`src/rtl/timer_6502_pkg.sv`:
```
// Shared definitions for the 6502 interval timer.
// Holds the register address map, the CTRL bit positions and the STAT
// timeout-flag position used by the timer top and by software-facing logic.
package timer_6502_pkg;

    // Register addresses (CPU_AB[2:0])
    localparam logic [2:0] TMR_CTRL  = 3'd0;
    localparam logic [2:0] TMR_STAT  = 3'd1;
    localparam logic [2:0] TMR_RLD_L = 3'd2;
    localparam logic [2:0] TMR_RLD_H = 3'd3;
    localparam logic [2:0] TMR_CNT_L = 3'd4;
    localparam logic [2:0] TMR_CNT_H = 3'd5;
    localparam logic [2:0] TMR_PRE   = 3'd6;

    // CTRL bit positions
    localparam int EN_BIT   = 0;
    localparam int CONT_BIT = 1;
    localparam int IE_BIT   = 2;

    // STAT bit positions
    localparam int TF_BIT   = 0;

endpackage

```
`src/rtl/timer_prescaler.sv`:
```
// 8-bit prescaler for the 6502 interval timer.
// Counts down from the divide value while enabled and raises tick for one
// clock whenever the count sits at zero, reloading the divide value then.
// Ports:
//   clk     - system clock
//   reset   - asynchronous, active-high reset
//   en      - count enable (timer EN)
//   restart - reload the count from pre immediately
//   pre     - divide value (tick every pre+1 enabled clocks)
//   tick    - one-clock pulse when the count expires
module timer_prescaler #(
    parameter logic [7:0] PRE_RST = 8'h00
) (
    input  logic       clk,
    input  logic       reset,
    input  logic       en,
    input  logic       restart,
    input  logic [7:0] pre,
    output logic       tick
);

    logic [7:0] count;

    // Tick is decoded straight from the count flop, so it is glitch-free
    // and occupies exactly the cycle in which the count is zero.
    assign tick = en & (count == 8'd0);

    // Prescaler count register; restart has priority over normal counting.
    always_ff @(posedge clk or posedge reset) begin
        if (reset) begin
            count <= PRE_RST;
        end else if (restart) begin
            count <= pre;
        end else if (en) begin
            if (count == 8'd0) begin
                count <= pre;
            end else begin
                count <= count - 8'd1;
            end
        end else begin
            count <= count;
        end
    end

endmodule

```
`src/rtl/timer_6502.sv`:
```
// Memory-mapped 16-bit programmable interval timer for the 6502 bus.
// Provides a prescaled 16-bit down-counter with one-shot or continuous
// reload, a coherent two-byte counter read via a high-byte latch, and a
// level interrupt.
// Ports:
//   clk   - system / CPU clock
//   reset - asynchronous, active-high reset
//   cs    - chip select (page decode)
//   we    - write enable, qualified by cs
//   addr  - register select
//   din   - write data
//   dout  - registered read data, valid the cycle after addr
//   irq   - level interrupt request (TF & IE)
module timer_6502
    import timer_6502_pkg::*;
#(
    parameter logic [7:0]  PRE_RST = 8'h00,
    parameter logic [15:0] RLD_RST = 16'hFFFF
) (
    input  logic       clk,
    input  logic       reset,
    input  logic       cs,
    input  logic       we,
    input  logic [2:0] addr,
    input  logic [7:0] din,
    output logic [7:0] dout,
    output logic       irq
);

    logic        en;
    logic        cont;
    logic        ie;
    logic        tf;
    logic [15:0] rld;
    logic [7:0]  rld_lo;
    logic [15:0] cnt;
    logic [7:0]  pre;
    logic [7:0]  hlatch;
    logic [7:0]  rdata;
    logic        tick;
    logic        restart;
    logic        wr_ctrl;
    logic        wr_stat;
    logic        wr_rld_l;
    logic        wr_rld_h;
    logic        wr_pre;
    logic        rd_cnt_l;
    logic        timeout;

    assign wr_ctrl  = cs & we & (addr == TMR_CTRL);
    assign wr_stat  = cs & we & (addr == TMR_STAT);
    assign wr_rld_l = cs & we & (addr == TMR_RLD_L);
    assign wr_rld_h = cs & we & (addr == TMR_RLD_H);
    assign wr_pre   = cs & we & (addr == TMR_PRE);
    // Dummy reads count too: any qualified read of CNT_L snapshots the high byte.
    assign rd_cnt_l = cs & ~we & (addr == TMR_CNT_L);

    // A reload write on a tick cycle suppresses the expiry entirely.
    assign timeout  = tick & (cnt == 16'd0) & ~wr_rld_h;

    // The prescaler restarts on a reload commit or when EN goes 0 -> 1.
    assign restart  = wr_rld_h | (wr_ctrl & din[EN_BIT] & ~en);

    assign irq      = tf & ie;

    timer_prescaler #(
        .PRE_RST(PRE_RST)
    ) u_prescaler (
        .clk    (clk),
        .reset  (reset),
        .en     (en),
        .restart(restart),
        .pre    (pre),
        .tick   (tick)
    );

    // CTRL register; a CPU write beats the one-shot auto-clear of EN.
    always_ff @(posedge clk or posedge reset) begin
        if (reset) begin
            en   <= 1'b0;
            cont <= 1'b0;
            ie   <= 1'b0;
        end else if (wr_ctrl) begin
            en   <= din[EN_BIT];
            cont <= din[CONT_BIT];
            ie   <= din[IE_BIT];
        end else if (timeout && !cont) begin
            en   <= 1'b0;
        end else begin
            en   <= en;
        end
    end

    // Timeout flag; setting beats a coincident write-1-clear.
    always_ff @(posedge clk or posedge reset) begin
        if (reset) begin
            tf <= 1'b0;
        end else if (timeout) begin
            tf <= 1'b1;
        end else if (wr_stat && din[TF_BIT]) begin
            tf <= 1'b0;
        end else begin
            tf <= tf;
        end
    end

    // Reload staging, reload register and prescaler divide value.
    always_ff @(posedge clk or posedge reset) begin
        if (reset) begin
            rld_lo <= RLD_RST[7:0];
            rld    <= RLD_RST;
            pre    <= PRE_RST;
        end else begin
            if (wr_rld_l) begin
                rld_lo <= din;
            end else begin
                rld_lo <= rld_lo;
            end
            if (wr_rld_h) begin
                rld <= {din, rld_lo};
            end else begin
                rld <= rld;
            end
            if (wr_pre) begin
                pre <= din;
            end else begin
                pre <= pre;
            end
        end
    end

    // Main down-counter; a reload commit takes priority over a tick.
    always_ff @(posedge clk or posedge reset) begin
        if (reset) begin
            cnt <= RLD_RST;
        end else if (wr_rld_h) begin
            cnt <= {din, rld_lo};
        end else if (tick) begin
            if (cnt != 16'd0) begin
                cnt <= cnt - 16'd1;
            end else if (cont) begin
                cnt <= rld;
            end else begin
                cnt <= cnt;
            end
        end else begin
            cnt <= cnt;
        end
    end

    // High-byte latch so a CNT_L then CNT_H read pair sees one coherent value.
    always_ff @(posedge clk or posedge reset) begin
        if (reset) begin
            hlatch <= 8'h00;
        end else if (rd_cnt_l) begin
            hlatch <= cnt[15:8];
        end else begin
            hlatch <= hlatch;
        end
    end

    // Read mux, decoded from addr every cycle regardless of cs.
    always_comb begin
        rdata = 8'h00;
        case (addr)
            TMR_CTRL:  rdata = {5'b00000, ie, cont, en};
            TMR_STAT:  rdata = {7'b0000000, tf};
            TMR_RLD_L: rdata = rld_lo;
            TMR_RLD_H: rdata = rld[15:8];
            TMR_CNT_L: rdata = cnt[7:0];
            TMR_CNT_H: rdata = hlatch;
            TMR_PRE:   rdata = pre;
            default:   rdata = 8'h00;
        endcase
    end

    // Registered read data, one clock behind the address.
    always_ff @(posedge clk or posedge reset) begin
        if (reset) begin
            dout <= 8'h00;
        end else begin
            dout <= rdata;
        end
    end

endmodule
```
`config.mk`:
```
export PLATFORM = sky130hd
export DESIGN_NAME = timer_6502
export DESIGN_NICKNAME = d
export VERILOG_FILES = /design/src/rtl/timer_6502_pkg.sv /design/src/rtl/timer_prescaler.sv /design/src/rtl/timer_6502.sv
export SDC_FILE = /design/constraint.sdc
export NUM_CORES = 1
export LEC_CHECK = 0
export ABC_CLOCK_PERIOD_IN_PS = 2500
export CAP_MARGIN = 5
export CORE_ASPECT_RATIO = 1.2
export CORE_UTILIZATION = 54
export CTS_CLUSTER_DIAMETER = 120
export CTS_CLUSTER_SIZE = 10
export DETAILED_ROUTE_END_ITERATION = 8
export GPL_ROUTABILITY_DRIVEN = 0
export PLACE_DENSITY = 0.76
export SETUP_SLACK_MARGIN = 0.02
export SLEW_MARGIN = 20
export SYNTH_ARGS = -nofsm -noshare
export SYNTH_HDL_FRONTEND = slang
export SYNTH_SLANG_ARGS = --single-unit
```
`constraint.sdc`:
```
create_clock -name clk -period 2.5 [get_ports clk]
set_input_delay 0.625 -clock clk [delete_from_list [all_inputs] [get_ports clk]]
set_output_delay 0.625 -clock clk [all_outputs]
set_load 0.005 [all_outputs]
```
After elaboration in Yosys (flattened, before gate mapping). Index checks and enable logic that the tools add are counted.

Add/sub/neg operators: 2. Equality and inequality tests: 6. Muxes and demuxes: 12. Bitwise operators: 18. Reduce and logical (&&, ||, !) cells: 13.

Operators by type and width (count): 16-bit 2-to-1 mux (4); 8-bit one-hot mux with 7 select lines (1); 8-bit 2-to-1 mux (3); 16-bit zero test (1); 16-bit nonzero test (1); 16-bit by 1-bit subtractor with 16-bit output, second input constant (1); 1-bit bitwise AND (14); 3-bit == test, second input constant (3); 8-bit zero test (1); 2-bit nonzero test (4); 8-bit by 1-bit subtractor with 8-bit output, second input constant (1); 3-bit by 2-bit == test with 1-bit output, second input constant (2); 1-bit 2-to-1 mux (4); 3-bit by 1-bit == test with 1-bit output, second input constant (1); 3-bit zero test (1); 1-bit NOT (3); 3-bit nonzero test (1); 1-bit logical AND (2); 2-bit AND reduction (1); 1-bit zero test (1); 1-bit bitwise OR (1).

Register bits after elaboration: 76. Logic and storage cells: 62.

Depth between registers and ports, before layout. Gate-level depths: netlist (run 1).

Depth in word-level cells: 7. Mapped depth: 9. Gate-level depth less buffers: 7.

Cells and area by module. From an unflattened synthesis (run 1), not the netlist that was laid out.

Cells, all modules: 441. Area, all modules: 4219.0 µm².

Modules (own cells, without submodules): timer_6502 (times used 1, cells each 376, area an instance 3657.3 µm², sequential area each 1751.7 µm²); timer_prescaler (times used 1, cells each 65, area an instance 561.8 µm², sequential area each 200.2 µm²).

Worst setup path before layout (run 1). No wires, ideal clock.

Path kind: register to register. Start point: reg cnt[0]. End point: reg cnt[7]. Library setup time: 0.081 ns. Data arrival time: 2.013 ns. Setup slack: 0.406 ns. Stages on the path, launching flop included: 10. Path through: dfstp_2 -> clkbuf_1 -> inv_1 -> ha_1 -> nor3b_1 -> and4_2 -> buf_2 -> nor4_1 -> a31oi_1 -> o211ai_1.

Word-level cells in the longest chain between the ends: 4.

RTL lines: from (decl) (RTL line timer_6502.sv:36) `logic [15:0] cnt;`; from (signal assigned) (RTL line timer_6502.sv:137) `cnt <= {din, rld_lo};`; from (signal assigned) (RTL line timer_6502.sv:140) `cnt <= cnt - 16'd1;`; from (signal assigned) (RTL line timer_6502.sv:142) `cnt <= rld;`; 16-bit by 1-bit subtractor with 16-bit output or 16-bit nonzero test (tied branches) (RTL line timer_6502.sv:140, timer_6502.sv:139); 16-bit 2-to-1 mux (RTL line timer_6502.sv:139) `if (cnt != 16'd0) begin`; 16-bit 2-to-1 mux (RTL line timer_6502.sv:138) `end else if (tick) begin`; 16-bit 2-to-1 mux (RTL line timer_6502.sv:136) `end else if (wr_rld_h) begin`.

Parallel ways exist; a longest one is shown, timed or not. The select of a mux whose other input is x is not followed. A chain may end at the register's enable or synchronous reset.

Worst setup path in the final report (run 1).
Start point: reg cnt[0]. End point: reg cnt[9].

The elaborated chain is that of the path after synthesis.

==> run metrics, run 1 <==
R2R depth=7; Pins Over Slew Limit=0; Synth Instances=406; Worst setup EP type=flop; drt wl/cell=just under 20 um; DIE AREA=slightly above 8000 um^2; Core Util, Final=between 60% and 70%; Slew @ Worst Pin=0.5214 ns; dpl hpwl=~8.1 mm; most common cell after layout, fill and taps aside=nand2_1; Max-slew headroom=between 60% and 70%; main combinational cell family by area after synthesis=simple AND/OR/NAND/NOR gates; core footprint=roughly 7400 um^2; setup TNS=0 ns; # setup viols final=0; Yosys warning total=0; DRT Pass-1 Iters=4; Worst Skew=0.009210 ns; Pleak=around 0.002 uW; r2r endpoint=cnt[9]; n_diodes=0; Global Route Usage Sum=between 20 and 30%; largest stage delay on the critical path=0.44 ns; fraction of layout cells with a size suffix above 1=29.30%; Hold EP=rld[5]; # hold bufs at CTS=0; drt initial violations=between 200 and 250; Slowest-stage cell, CP=nand4_2; Synth top area share=25.27%; cell taking the most area after synthesis=dfstp_2; antenna violations before repair=0; Worst Hold Class=flop to flop; DRC Markers=0; placed cells=about 530; Layout area overhead=17.63%; CP Class=flop to flop; area share of fa/ha/maj cells after synthesis=between 1 and 1.5%; IO buf count=23; Net count, final=468; Worst Path Buf+Inv=1; reg2reg start=cnt[0]; grt ovf=0; Post-Syn Nets=roughly 430; Skew-Pair Late Insertion Delay=~0.35 ns; MaxCap Viol Count=0; Seq cells post-synth=76; Total Routed Length=10.80 mm; Power Dens Cells=899.4 nW/um^2; # fillers=575; critical-path maximum fanout=16; EDFF count, synth=0; fin cells=544; pin count of the biggest net entering global routing=30; ys async rst share=between 90% and 100%; TritonCTS buffer count=9; ys flop type=dfstp_2; leading cell types in the layout, fill and taps excluded=70 x nand2_1, 40 x dfstp_2, 36 x dfrtp_1; RSZ-0062 raised after global routing=false; synthesized area=just over 4000 um^2; Final ANT Viol Nets=0; CTS sink cnt=76; distinct cell type count after synthesis=65; die height=between 90 and 100 um; hold path start=rld[5]; Final Hold Fails=0; Peak VDD IR=0.6768 mV; H-tree levels=3; row count=34; simple-gate share of the synthesized area=20.19%; Synth Area in Compound Gates=15.19%; vias in the first global route=3,573; mux contribution to synthesized area=between 10% and 20%; clock transition at the registers of the reported paths=approximately 0.08 ns; CTS resizes=0; status=finished, final reports clean; Synth Area in XOR/XNOR=under 10%; I/O Pins=24; crit path launch type=flop; top post-synthesis cells by area=dfstp_2 25%, dfrtp_1 22%, mux2_2 7.9%, nand2_1 6.3%, mux2i_1 3.9%; Avg Cell Area, Syn=between 10 and 15 um^2; fmax=approximately 450 MHz; Max clock buf depth=2; Reg2Reg Setup Slack=between 0.2 and 0.3 ns; final worst path period need=2.225 ns; vias per cell=between 6 and 7; delay-heaviest family, CP=simple AND/OR/NAND/NOR gates; CTS tree=done; register area share after synthesis=between 40% and 50%; period utilisation layout=approximately 89%; DR vias=roughly 3,500; hold depth=2; Die Wd=82.12 um; CP Data Required Time=between 2 and 3 ns; CP arrival=around 2.5 ns; number of setup buffers added after CTS=0; first-pass GRT wire length=17.52 mm; Root Buffer=clkbuf_8; Starting Density=56.51%; CP cell instances=inv_1 > ha_1 > nor3b_1 > nand4_2 > a21oi_1 > a211oi_2 > a221o_1
-- where the power goes --
group / leakage (uW) / internal (uW) / switching [uW]
clock network: 0.0000958 / 466 / 480
logic: 0.00109 / 664 / 636
registers: 0.000872 / 1720 / 437
-- layer usage --
| layer | global-route usage (%) | part of all wire (%) | vias up |
|---|---|---|---|
| met5 | 0 | 0 | - |
| met4 | 12.01 | 2.5 | 0 |
| met3 | 5.981 | 5.3 | 27 |
| met2 | 49.46 | 52 | 113 |
| met1 | 35.74 | 41 | 1732 |
| li1 | - | - | 1581 |
-- stage by stage --
step	worst slack, ns	power, uW	instance area [um^2]	hold slack, ns
floorplan	0.4055	2968	4163	0.4370
global placement	0.02190	3375	4692	0.4474
detailed placement	-0.03334	3445	4692	0.4528
CTS	0.2986	4392	4892	0.4643
global route	0.1205	4649	4892	0.4704
finish	0.2754	4400	4892	0.4630
-- tightest hold or removal path, stage by stage (launching register included) --
cell	delay, ns
dfstp_2	0.38
nand2_1	0.05
nand2_1	0.05
-- worst max path at each step --
stage | to | slack [ns] | startpoint | cells after the start
3_5_place_dp | u_prescaler.count[7] | -0.03 | addr[2] | 8
2_1_floorplan | cnt[7] | 0.41 | cnt[0] | 9
3_3_place_gp | u_prescaler.count[7] | 0.02 | addr[2] | 6
4_1_cts | cnt[9] | 0.30 | cnt[0] | 7
5_1_grt | cnt[4] | 0.12 | cnt[1] | 7
6_report | cnt[9] | 0.28 | cnt[0] | 7
-- cells in the mapped netlist (3+ instances only) --
master	instances
nand2_1	70
dfstp_2	40
dfrtp_1	36
mux2_2	29
nor2_1	25
mux2i_1	16
o21ai_0	13
a21oi_1	12
clkbuf_1	11
o211ai_1	10
a221o_1	9
inv_1	9
nand3_1	8
nor3_1	8
a22o_1	7
buf_2	7
a22oi_1	5
a31oi_1	5
nand2b_1	5
nor2b_1	5
ha_1	4
nand3b_1	4
nor4_1	4
xnor2_1	4
a211oi_1	3
buf_1	3
nand4_1	3
o22ai_1	3
or3_1	3
-- layout make-up --
cell class	instances	area (um^2)	share of cell area, %
Multi-Input combinational cell	299	2077	42.46
Timing Repair Buffer	54	513.0	10.49
Inverter	9	37.54	0.7673
Sequential cell	76	1952	39.90
Tap cell	90	112.6	2.302
Clock buffer	9	123.9	2.532
Clock inverter	7	76.32	1.560
-- cells by family after synthesis --
logic type,count (synthesis)
AOI/OAI and AO/OA,85
xor gates and xnor gates,5
adders and majority gates,4
buffers and inverters,31
DFF,76
muxes,46
and+or+nand+nor,159
-- sequential cells by signal, summed over array words and instances, names as in the netlist --
register	count
rld_lo	8
ie	1
hlatch	8
tf	1
en	1
dout	8
pre	8
cont	1
cnt	16
u_prescaler.count	8
rld	16
Note: power is estimated with default switching activity, not from simulation.
==> inputs of run 2 (changes only) <==
--- a/config.mk
+++ b/config.mk
@@ -5,11 +5,11 @@
 export SDC_FILE = /design/constraint.sdc
 export NUM_CORES = 1
 export LEC_CHECK = 0
-export ABC_CLOCK_PERIOD_IN_PS = 2500
+export ABC_CLOCK_PERIOD_IN_PS = 1800
 export CAP_MARGIN = 5
 export CORE_ASPECT_RATIO = 1.2
 export CORE_UTILIZATION = 54
-export CTS_CLUSTER_DIAMETER = 120
+export CTS_CLUSTER_DIAMETER = 80
 export CTS_CLUSTER_SIZE = 10
 export DETAILED_ROUTE_END_ITERATION = 8
 export GPL_ROUTABILITY_DRIVEN = 0
==> constraint.sdc (replaced) <==
create_clock -name clk -period 1.8 [get_ports clk]
set_input_delay 0.45 -clock clk [delete_from_list [all_inputs] [get_ports clk]]
set_output_delay 0.45 -clock clk [all_outputs]
set_load 0.005 [all_outputs]
==> run metrics, run 2 (synthesized netlist as in run 1, its figures left out) <==
# hold bufs at CTS=0 (unchanged); crit path launch type=flop (unchanged); core footprint=7360 um^2 (unchanged); largest stage delay on the critical path=0.58 ns (was 0.44 ns); pin count of the biggest net entering global routing=77 (was 30); antenna violations before repair=0 (unchanged); Die Wd=82.12 um (unchanged); hold depth=2 (unchanged); Worst setup EP type=flop (unchanged); H-tree levels=3 (unchanged); drt initial violations=332 (was 224); final worst path period need=1.900 ns (was 2.225 ns); die height=98.14 um (unchanged); Root Buffer=clkbuf_8 (unchanged); first-pass GRT wire length=19.88 mm (was 17.52 mm); n_diodes=0 (unchanged); Pins Over Slew Limit=0 (unchanged); CP Data Required Time=2.10 ns (was 2.78 ns); Skew-Pair Late Insertion Delay=0.37 ns (was 0.35 ns); most common cell after layout, fill and taps aside=buf_4 (was nand2_1); Switching Power=2651 uW (was 1553 uW); DIE AREA=8058 um^2 (unchanged); setup TNS=-0.7424 ns (was 0 ns); Worst Skew=0.01502 ns (was 0.009210 ns); failing checks=negative setup slack; Pleak=0.002525 uW (was 0.002059 uW); Max clock buf depth=2 (unchanged); CP Class=flop to flop (unchanged); Final Hold Fails=0 (unchanged); grt ovf=0 (unchanged); row count=34 (unchanged); I/O Pins=24 (unchanged); Global Route Usage Sum=33.50% (was 29.32%); fraction of layout cells with a size suffix above 1=46.88% (was 29.30%); leading cell types in the layout, fill and taps excluded=95 x buf_4, 68 x nand2_1, 40 x dfstp_2 (was 70 x nand2_1, 40 x dfstp_2, 36 x dfrtp_1); critical-path maximum fanout=4 (was 16); Overall Power=7408 uW (was 4400 uW); Max-slew headroom=74.11% (was 65.17%); TritonCTS buffer count=9 (unchanged); Logic pwr share=40.6% (was 29.5%); DRT Pass-1 Iters=5 (was 4); CTS sink cnt=76 (unchanged); sw frac=35.78% (was 35.29%); Clock power frac=20.7% (was 21.5%); Starting Density=56.51% (unchanged); Internal=4757 uW (was 2847 uW); DRC Markers=0 (unchanged); fin cells=619 (was 544); dpl ws=-0.4216 ns (was -0.03334 ns); Layout area overhead=38.60% (was 17.63%); fmax=526.2 MHz (was 449.5 MHz); drt wl/cell=21.11 um (was 19.86 um); Final ANT Viol Nets=0 (unchanged); Peak VDD IR=1.061 mV (was 0.6768 mV); CTS tree=done (unchanged); Slew @ Worst Pin=0.3854 ns (was 0.5214 ns); # setup viols final=15 (was 0); status=finished, violations left (was finished, final reports clean); IO buf count=23 (unchanged); Worst Hold Class=flop to flop (unchanged); placed cells=590 (was 528); sequential share of power=38.7% (was 49.0%); vias per cell=6.331 (was 6.347); dpl hpwl=8.599 mm (was 8.052 mm); MaxCap Viol Count=0 (unchanged); largest registers=cnt: 16 flops, rld: 16 flops (unchanged); RSZ-0062 raised after global routing=true (was false); fin worst setup slack=-0.1004 ns (was 0.2754 ns); vias in the first global route=3,868 (was 3,573); period utilisation layout=105.6% (was 88.99%); CP cell instances=nor4_4 > nand2_1 > or4b_4 > a211oi_2 > a221o_1 (was inv_1 > ha_1 > nor3b_1 > nand4_2 > a21oi_1 > a211oi_2 > a221o_1); Total Routed Length=13.07 mm (was 10.80 mm); Net count, final=543 (was 468); R2R depth=5 (was 7); CP arrival=2.20 ns (was 2.50 ns); DR vias=3,919 (was 3,453); Slowest-stage cell, CP=or4b_4 (was nand4_2); Power Dens Cells=1285 nW/um^2 (was 899.4 nW/um^2); clock transition at the registers of the reported paths=0.10 ns (was 0.08 ns); Worst Hold Margin=0.4631 ns (was 0.4630 ns)
==> run 2: cell types whose count changed in the layout (fill, tap and decap cells not counted), sizes merged <==
cell	change
clkinv	-3
inv	+3
buf	+75
bufinv	+1
dlygate4sd2	+4
clkdlybuf4s50	-6
clkinvlp	-1
dlymetal6s2s	+2
==> run 2: final cells by class <==
| class | count | area [um^2] |
|---|---|---|
| well taps | 90 | 112.6 |
| flip-flops and latches | 76 | 1953 |
| multi-input cells | 299 | 2318 |
| inverters | 9 | 40.04 |
| repair buffers | 129 | 1111 |
| fillers | 421 | 1595 |
| clock inverters | 7 | 105.1 |
| clock buffers | 9 | 123.9 |
==> run 2: worst paths after layout <==
path | from | end | slack [ns]
min in group asynchronous | reset | hlatch[4] | 0.55
max in group asynchronous | reset | cnt[8] | 0.90
max reg2reg | cnt[13] | cnt[9] | -0.10
min reg2reg | rld[3] | rld[3] | 0.46
min | rld[3] | rld[3] | 0.46
max | cnt[13] | cnt[9] | -0.10
==> run 2: critical path: cells and delay by family, from the launching register on <==
family | cells | cell delay [ns]
and+or+nand+nor | 3 | 1.10
DFF | 1 | 0.39
AOI/OAI and AO/OA | 2 | 0.35
==> run 2: power groups by stage <==
stage	sequential, uW	combinational, uW	clock [uW]
detailed placement	2830	2540	0
global placement	2810	2450	0
floorplan	2760	1450	0
CTS	2800	2680	1540
global route	2920	3230	1610
finish	2870	3010	1540
==> run 2: layer usage <==
metal	global-route usage [%]	wire length [um]	vias up
li1	-	-	1739
met1	42.08	5074	1915
met2	52.45	6506	199
met3	6.729	783	66
met4	19.70	701	0
met5	0	0	-
==> run 2: repair_timing <==
| item | in CTS | in global routing |
|---|---|---|
| setup buffers | 9 | 5 |
| resized for setup | 26 | 36 |
| pin swaps | 11 | 16 |
| endpoints found under the hold margin | 0 | 0 |
| setup endpoints to repair | 31 | 26 |
==> run 2: per-stage QoR <==
stage / utilization [%] / cell area, um^2
final: 78.32 / 5764
after floorplan: - / 4227
after CTS: 76.03 / 5595
after global placement: 70.88 / 5216
after detailed placement: 70.88 / 5216
after global routing: 78.32 / 5764
